`src/rtl/uart_pkg.sv`:
```
// Shared definitions for the UART transmitter and receiver: default line
// settings, the transmitter state encoding and the tx output select.
package uart_pkg;

  localparam int unsigned DEF_CLK_HZ    = 25_000_000;
  localparam int unsigned DEF_BAUD_RATE = 9600;
  localparam int unsigned DEF_DATA_BITS = 9;

  // Transmitter FSM states, in frame order.
  typedef enum logic [1:0] {
    IDLE  = 2'd0,
    START = 2'd1,
    DATA  = 2'd2,
    STOP  = 2'd3
  } tx_state_e;

  // What the registered tx line shows during the next cycle.
  typedef enum logic [1:0] {
    TX_MARK  = 2'd0,  // line high: idle or stop bit
    TX_SPACE = 2'd1,  // line low: start bit
    TX_SHIFT = 2'd2   // shift register MSB: data bit
  } tx_sel_e;

  // Counter width for a counter running 0..n-1, never narrower than 1 bit.
  function automatic int unsigned cnt_width(input int unsigned n);
    return (n > 1) ? $clog2(n) : 1;
  endfunction

endpackage

```
`src/rtl/uart_tx_fsm.sv`:
```
// Frame sequencer for uart_tx. Walks IDLE -> START -> DATA -> STOP and
// produces the datapath strobes. tx_sel is decoded from the next state so
// that the registered tx line changes on the same edge as the state.
module uart_tx_fsm
  import uart_pkg::*;
(
  input  logic    clock,
  input  logic    reset_n,
  input  logic    bit_tick,        // cycle counter at its terminal count
  input  logic    last_bit,        // bit counter == DATA_BITS-1
  input  logic    send,
  output logic    load,            // capture data, start a frame
  output logic    shift,           // advance the shift register one bit
  output logic    en_bit_counter,  // count a completed data bit
  output tx_sel_e tx_sel,
  output logic    ready,
  output logic    done
);

  tx_state_e state, state_next;

  // State register plus the one-cycle done pulse on the STOP -> IDLE edge.
  always_ff @(posedge clock or negedge reset_n) begin
    if (!reset_n) begin
      state <= IDLE;
      done  <= 1'b0;
    end else begin
      // NOTE: non-blocking assignments keep every flop sampling pre-edge values, so register order never matters.
      state <= state_next;
      done  <= (state == STOP) && bit_tick;
    end
  end

  // Next-state and strobe decode.
  always_comb begin
    // NOTE: every output gets a default first so no path leaves one unassigned and infers a latch.
    state_next     = state;
    load           = 1'b0;
    shift          = 1'b0;
    en_bit_counter = 1'b0;
    unique case (state)
      IDLE: begin
        if (send) begin
          load       = 1'b1;
          state_next = START;
        end
      end
      START: begin
        if (bit_tick) state_next = DATA;
      end
      DATA: begin
        if (bit_tick) begin
          shift          = 1'b1;
          en_bit_counter = 1'b1;
          if (last_bit) state_next = STOP;
        end
      end
      STOP: begin
        if (bit_tick) state_next = IDLE;
      end
    endcase
  end

  // Line select for the cycle following this edge.
  always_comb begin
    tx_sel = TX_MARK;
    unique case (state_next)
      IDLE, STOP: tx_sel = TX_MARK;
      START:      tx_sel = TX_SPACE;
      DATA:       tx_sel = TX_SHIFT;
    endcase
  end

  assign ready = (state == IDLE);

endmodule

```
`src/rtl/uart_tx.sv`:
```
// UART transmitter: 1 start bit, DATA_BITS data bits MSB first, 1 stop bit.
// Holds the bit-period and bit counters, the shift register and the
// registered tx line; sequencing lives in uart_tx_fsm.
module uart_tx
  import uart_pkg::*;
#(
  parameter int unsigned CLK_HZ    = DEF_CLK_HZ,
  parameter int unsigned BAUD_RATE = DEF_BAUD_RATE,
  parameter int unsigned DATA_BITS = DEF_DATA_BITS
) (
  input  logic                 clock,
  input  logic                 reset_n,
  input  logic [DATA_BITS-1:0] data,
  input  logic                 send,
  output logic                 ready,
  output logic                 tx,
  output logic                 done
);

  localparam int unsigned BIT_CYCLES = CLK_HZ / BAUD_RATE;
  localparam int unsigned CNT_W      = cnt_width(BIT_CYCLES);
  localparam int unsigned BIT_W      = cnt_width(DATA_BITS);

  logic [CNT_W-1:0]     cycle_cnt;
  logic [BIT_W-1:0]     bit_cnt;
  logic [DATA_BITS-1:0] shift_reg;
  logic [DATA_BITS-1:0] shift_d;
  logic                 tx_d;
  logic                 bit_tick;
  logic                 last_bit;
  logic                 load;
  logic                 shift;
  logic                 en_bit_counter;
  tx_sel_e              tx_sel;

  assign bit_tick = (cycle_cnt == CNT_W'(BIT_CYCLES - 1));
  assign last_bit = (bit_cnt == BIT_W'(DATA_BITS - 1));

  uart_tx_fsm u_fsm (
    .clock          (clock),
    .reset_n        (reset_n),
    .bit_tick       (bit_tick),
    .last_bit       (last_bit),
    .send           (send),
    .load           (load),
    .shift          (shift),
    .en_bit_counter (en_bit_counter),
    .tx_sel         (tx_sel),
    .ready          (ready),
    .done           (done)
  );

  // Bit-period counter: parked at 0 while idle (which also covers the clear
  // on accept), wraps at BIT_CYCLES-1 while a frame is in flight.
  always_ff @(posedge clock or negedge reset_n) begin
    if (!reset_n) begin
      cycle_cnt <= '0;
    end else if (ready || bit_tick) begin
      cycle_cnt <= '0;
    end else begin
      cycle_cnt <= cycle_cnt + 1'b1;
    end
  end

  // Data bit counter: cleared on accept, counts bits as they complete.
  always_ff @(posedge clock or negedge reset_n) begin
    if (!reset_n) begin
      bit_cnt <= '0;
    end else if (load) begin
      bit_cnt <= '0;
    end else if (en_bit_counter) begin
      bit_cnt <= bit_cnt + 1'b1;
    end
  end

  // Next shift register value: data is captured only on accept, so later
  // changes on the data port cannot disturb the frame in flight.
  always_comb begin
    shift_d = shift_reg;
    if (load) begin
      shift_d = data;
    end else if (shift) begin
      shift_d = shift_reg << 1;
    end
  end

  // Next line value, taken from the post-edge shift register so the new
  // data bit appears on the same edge as the bit boundary.
  always_comb begin
    tx_d = 1'b1;
    unique case (tx_sel)
      TX_MARK:  tx_d = 1'b1;
      TX_SPACE: tx_d = 1'b0;
      TX_SHIFT: tx_d = shift_d[DATA_BITS-1];
      default:  tx_d = 1'b1;
    endcase
  end

  // Shift register and registered tx line; reset drives the line to mark.
  always_ff @(posedge clock or negedge reset_n) begin
    if (!reset_n) begin
      shift_reg <= '0;
      tx        <= 1'b1;
    end else begin
      shift_reg <= shift_d;
      tx        <= tx_d;
    end
  end

endmodule

```
`config.mk`:
```
export PLATFORM = sky130hd
export DESIGN_NAME = uart_tx
export DESIGN_NICKNAME = d
export VERILOG_FILES = /design/src/rtl/uart_pkg.sv /design/src/rtl/uart_tx_fsm.sv /design/src/rtl/uart_tx.sv
export SDC_FILE = /design/constraint.sdc
export NUM_CORES = 1
export LEC_CHECK = 0
export ABC_AREA = 1
export CAP_MARGIN = 40
export CELL_PAD_IN_SITES_DETAIL_PLACEMENT = 1
export CELL_PAD_IN_SITES_GLOBAL_PLACEMENT = 2
export CORE_UTILIZATION = 32
export DETAILED_ROUTE_END_ITERATION = 8
export HOLD_SLACK_MARGIN = 0.08
export PLACE_DENSITY_LB_ADDON = 0.1
export SYNTH_ARGS = -nofsm -noshare
export SYNTH_HDL_FRONTEND = slang
export SYNTH_HIERARCHICAL = 1
export SYNTH_SLANG_ARGS = --single-unit
```
`constraint.sdc`:
```
create_clock -name clock -period 2.5 [get_ports clock]
set_clock_uncertainty 0.15 [all_clocks]
set_input_delay 0.625 -clock clock [delete_from_list [all_inputs] [get_ports clock]]
set_output_delay 0.625 -clock clock [all_outputs]
set_load 0.05 [all_outputs]
```
==> run_results.csv, run 1 <==
group,metric,value,unit
run_status,status,"finished, final reports clean",
grt,busiest_layer,"met2",
pwr,power,0.878,mW
grt,use_met3,0.0470,
cells_and_area,area_growth_syn_to_layout,18.9,%
sta,finalSetupTns,0,ps
clock_network,cts_tree,"yes",
critical_path,slowest_stage,"clkdlybuf4s50_1",
critical_path,crit_buf_inv,1,
critical_path,crit_required,1730,ps
critical_path,arrival,1590,ps
floorplan,pin_count,15,
floorplan,die_h,71.0,um
routing,routed_wl,3.75,mm
critical_path,r2r_cells,12,
pwr,p_per_area,484,nW/um2
sta,max_freq,424,MHz
clock_network,cts_buffers,5,
floorplan,die_x,71.0,um
clock_network,postCtsHoldBufs,0,
synthesis,synthDistinctLibCells,26,
grt,antenna_found_initial,0,
routing,via_per_inst,4.85,
critical_path,slowest_delay,790,ps
synthesis,synth_area_leaders,"dfrtp_1 46%, nand2_1 17%, nor2_1 8.4%, inv_1 6.4%, nand3_1 5.9%",
critical_path,path_class,"flip-flop to output pin",
sta,setup_viol,0,
floorplan,rows,24,
sta,worstMarginPinSlew,498,ps
routing,drt_iter0_markers,43,
grt,grt_pass1_vias,1415,
critical_path,r2r_start,"cycle_cnt[0]",
synthesis,synth_most_common_cell,"nand2_1",
sta,layout_min_cycle_time,2360,ps
synthesis,synth_commonest_cells,"69 x nand2_1, 34 x nor2_1, 28 x dfrtp_1",
clock_network,cts_resized,0,
pwr,vdd_drop_max,289,uV
cells_and_area,diodes,0,
grt,gr-total-overflow,0,
routing,drcViolationCount,0,
placement,routabilityCongestion,0.771,
synthesis,synth.top_cell.area_share,0.459,
synthesis,synth_edf_count,0,
pwr,p_leak,0.903,nW
grt,grt_pass1_wl,6.62,mm
grt,grt_use_met2,0.274,
synthesis,syn_nets,221,
clock_network,path_clk_slew,70,ps
pwr,p_comb_frac,0.032,
synthesis,synth_cells,205,
pwr,p_clk_frac,0.434,
grt,grt_util_met1,0.221,
synthesis,async_flop_share,1.00,
synthesis,yosys_warnings,6,
critical_path,critPathLaunch,"tx",
sta,final.period_utilization,0.944,
synthesis,synth_seq_cells,29,
cells_and_area,layout-drive-gt1-share,0.0929,
floorplan,start_util,0.341,
critical_path,end_kind,"output pin",
sta,grt_setup_unrepaired,"false",
routing,wl_per_cell,13.5,um
critical_path,critical-path-top-delay-family,"buffers and inverters",
critical_path,r2r_setup_slack,290,ps
grt,grt_max_degree,30,
pwr,power_frac_seq,0.535,
synthesis,yosysSeqAreaShare,0.477,
critical_path,cp-start-kind,"flip-flop",
placement,dp_hpwl,2.90,mm
routing,vias,1347,
clock_network,cts.sinks,29,
sta,finalHoldViolations,0,
sta,slew_viol_final,0,
synthesis,synthFlopType,"dfrtp_1",
min_path,min_path_type,"flip-flop to flip-flop",
routing,ant_nets,0,
pwr,switching_power,0.200,mW
critical_path,cp_max_fo,1,
critical_path,worstReg2RegEnd,"tx",
critical_path,crit_chain,"clkdlybuf4s50_1",
pwr,p_int,0.678,mW
synthesis,netlist_area,1530,um2
cells_and_area,largest_reg_flops,12,
clock_network,clock_path_buffers,2,
placement,io_buffers,14,
floorplan,core,4470,um2
sta,slew_headroom,0.667,
routing,drt_first_pass_iters,4,
clock_network,cts_setup_buffers,0,
synthesis,synth_area_per_cell,7.44,um2
cells_and_area,nets,241,
clock_network,cts_max_level,2,
pwr,switching_share,0.228,
critical_path,crit_end,"tx",
clock_network,clock_latency,280,ps
synthesis,yosys.area.top_type,"dfrtp_1",
floorplan,die_area,5050,um2
run,drv_cap,0,
critical_path,worstSetupPathDepth,1,
clock_network,cts_root_buf,"clkbuf_8",
grt,grt_usage,0.171,
==> power by group through the flow <==
stage / combinational, mW / sequential, mW / clock [mW]
after global placement: 0.0288 / 0.478 / 0
after CTS: 0.0292 / 0.469 / 0.398
after global routing: 0.0311 / 0.469 / 0.417
final: 0.0277 / 0.469 / 0.381
after floorplan: 0.0000183 / 0.478 / 0
after detailed placement: 0.0291 / 0.478 / 0
==> layer usage <==
metal  routed length (um)  vias up
met3                  135        5
met2                 1710       21
met4                   56        0
met1                 1850      654
li1                     -      667
met5                    0        -
==> layout make-up <==
class,count,area (um2)
Fill cell,581,2660
Inverter,28,105
Timing Repair Buffer,16,153
Multi-Input combinational cell,145,682
Clock buffer,6,72.6
Clock inverter,2,10.0
Tap cell,52,65.1
Sequential cell,29,727
==> stage by stage <==
stage          instances  utilization  instance area (um2)  setup slack (ps)  hold slack [ps]
5_1_grt              278        0.405                 1810              16.8              371
6_report             278        0.405                 1810               140              342
3_3_place_gp         270        0.384                 1720               215              323
3_5_place_dp         270        0.384                 1720              61.0              327
2_1_floorplan        205            -                 1530               407              179
4_1_cts              278        0.403                 1800              54.0              344
==> worst min-delay path by stage <==
stage / slack, ps / start / end / cells past startpoint
2_1_floorplan: 180 / reset_n / bit_cnt[0] / 0
5_1_grt: 370 / shift_reg[4] / shift_reg[5] / 2
4_1_cts: 340 / shift_reg[4] / shift_reg[5] / 2
3_5_place_dp: 330 / shift_reg[4] / shift_reg[5] / 2
3_3_place_gp: 320 / shift_reg[4] / shift_reg[5] / 2
6_report: 340 / shift_reg[4] / shift_reg[5] / 2
==> cells in the final DEF, fill, tap and decap left out, types with 2 or more instances in the layout <==
cell / instances
buf_4: 3
inv_2: 2
dfrtp_1: 28
nor2_2: 3
clkinv_2: 2
nor2_1: 33
inv_1: 26
nor2_4: 2
nand4_1: 3
xnor2_1: 2
nand3_1: 18
nand2_1: 69
clkbuf_8: 5
ha_1: 4
clkdlybuf4s50_1: 13
==> logic make-up after synthesis <==
logic type,count (synthesis),share of synthesized area
flip-flops,29,0.477
AO/OA/AOI/OAI,7,0.0328
buffers and inverters,31,0.0845
adder cells (fa/ha/maj),4,0.0328
AND/OR/NAND/NOR,131,0.356
XOR/XNOR,3,0.0172
Note: power is estimated with default switching activity, not from simulation.
==> run 2: changes to the inputs <==
- CAP_MARGIN: 40 -> unset
- CORE_ASPECT_RATIO: unset -> 0.6
==> run 2 against run 1 <==
Via count decreased by 2.1%. Critical path depth unchanged. Count of clock-buffer cells in the layout is 1 higher. Cell count increased by 4.0%. Global-route usage decreased by 0.20 points. Clock power increased by 13%. First-iteration DRC count is 63% higher. Non-clock buffer count unchanged. Sequential power is essentially flat. Sequential share of layout area shrank 0.60 points. Total power up 5.6%.
==> run_results.csv, run 2 (synthesis gave the netlist of run 1 again) <==
group,metric,value,unit
clock_network,cts_buffers,5,
clock_network,cts_tree,"yes",
critical_path,crit_chain,"clkdlybuf4s50_1",
critical_path,crit_buf_inv,1,
sta,final.period_utilization,0.942,
routing,wl_per_cell,12.6,um
routing,drcViolationCount,0,
critical_path,crit_required,1730,ps
routing,drt_iter0_markers,70,
clock_network,cts_setup_buffers,0,
grt,antenna_found_initial,0,
pwr,power,0.927,mW
floorplan,pin_count,15,
sta,layout_min_cycle_time,2350,ps
routing,drt_first_pass_iters,5,
grt,grt_usage,0.169,
cells_and_area,area_growth_syn_to_layout,20.8,%
clock_network,cts_root_buf,"clkbuf_8",
sta,finalHoldViolations,0,
critical_path,cp_max_fo,1,
critical_path,critical-path-top-delay-family,"buffers and inverters",
floorplan,rows,19,
grt,grt_pass1_vias,1322,
floorplan,die_area,5060,um2
routing,routed_wl,3.65,mm
placement,dp_hpwl,2.79,mm
routing,vias,1319,
cells_and_area,mostFrequentLayoutCell,"nand2_1",
floorplan,die_x,91.1,um
run,drv_cap,0,
floorplan,die_h,55.5,um
cells_and_area,mostFrequentLayoutCells,"69 x nand2_1, 33 x nor2_1, 28 x dfrtp_1, 25 x inv_1, 18 x nand3_1",
clock_network,postCtsHoldBufs,0,
clock_network,clock_latency,280,ps
pwr,p_per_area,503,nW/um2
routing,ant_nets,0,
sta,grt_setup_unrepaired,"false",
floorplan,start_util,0.334,
critical_path,cp-start-kind,"flip-flop",
critical_path,end_kind,"output pin",
grt,gr-total-overflow,0,
sta,worstMarginPinSlew,487,ps
sta,setup_viol,0,
critical_path,slowest_stage,"clkdlybuf4s50_1",
sta,slew_viol_final,0,
cells_and_area,layout-drive-gt1-share,0.0973,
sta,finalSetupTns,0,ps
clock_network,cts_max_level,2,
sta,slew_headroom,0.675,
clock_network,path_clk_slew,60,ps
critical_path,path_class,"flip-flop to output pin",
clock_network,clock_path_buffers,2,
placement,routabilityCongestion,0.772,
cells_and_area,largest_reg_flops,12,
grt,grt_max_degree,30,
routing,via_per_inst,4.56,
grt,grt_pass1_wl,6.53,mm
pwr,vdd_drop_max,277,uV
pwr,p_leak,0.910,nW
run_status,status,"finished, final reports clean",
cells_and_area,fin_area,1840,um2
clock_network,cts.sinks,29,
floorplan,core,4560,um2
cells_and_area,nets,241,
min_path,min_path_type,"flip-flop to flip-flop",
critical_path,slowest_delay,790,ps
placement,place_area,1730,um2
sta,max_freq,425,MHz
cells_and_area,diodes,0,
placement,io_buffers,14,
clock_network,cts_resized,0,
critical_path,arrival,1580,ps
-- run 2: changes by cell type in the layout (fill, tap and decap cells not counted) --
cell,delta
clkbuf_8,+2
clkbuf_1,-1
clkinv_2,-1
inv_1,-1
inv_2,+1
nor3_1,+1
nor3_2,-1
-- run 2: final timing paths --
path	cells after the start	start	slack, ps	end
worst min register to register	2	shift_reg[6]	330	shift_reg[6]
worst min-delay path	2	shift_reg[6]	330	shift_reg[6]
worst max-delay path	1	tx	150	tx
worst max register to register	11	cycle_cnt[0]	280	tx
min in group asynchronous	2	reset_n	590	u_fsm/state[0]
max in group asynchronous	2	reset_n	1300	tx
-- run 2: routing by layer --
layer	wire length (um)	vias to the layer above	share of wire	track usage
li1	-	666	-	-
met3	100	5	0.027	0.0510
met4	44	0	0.012	0.0476
met5	0	-	0	0
met1	2200	632	0.60	0.280
met2	1300	16	0.36	0.200
-- run 2: per-stage QoR --
stage	std cells	hold WS [ps]	setup slack (ps)	util
after floorplan	205	179	407	-
after global placement	281	313	213	0.380
after detailed placement	281	315	45.4	0.380
after CTS	289	334	43.1	0.402
after global routing	289	364	69.6	0.404
final	289	331	146	0.404
-- run 2: final cells by class --
type | count | area, um2
Multi-Input combinational cell | 145 | 677
Clock buffer | 7 | 96.3
Sequential cell | 29 | 727
Timing Repair Buffer | 16 | 153
Fill cell | 591 | 2720
Tap cell | 63 | 78.8
Inverter | 28 | 105
Clock inverter | 1 | 5.00
-- run 2: power by group --
part	total (mW)	leakage, nW	internal, mW	switching (mW)
logic	0.0273	0.479	0.0159	0.0115
registers	0.469	0.377	0.469	0
clock network	0.431	0.0542	0.248	0.182
total	0.927	0.910	0.734	0.194
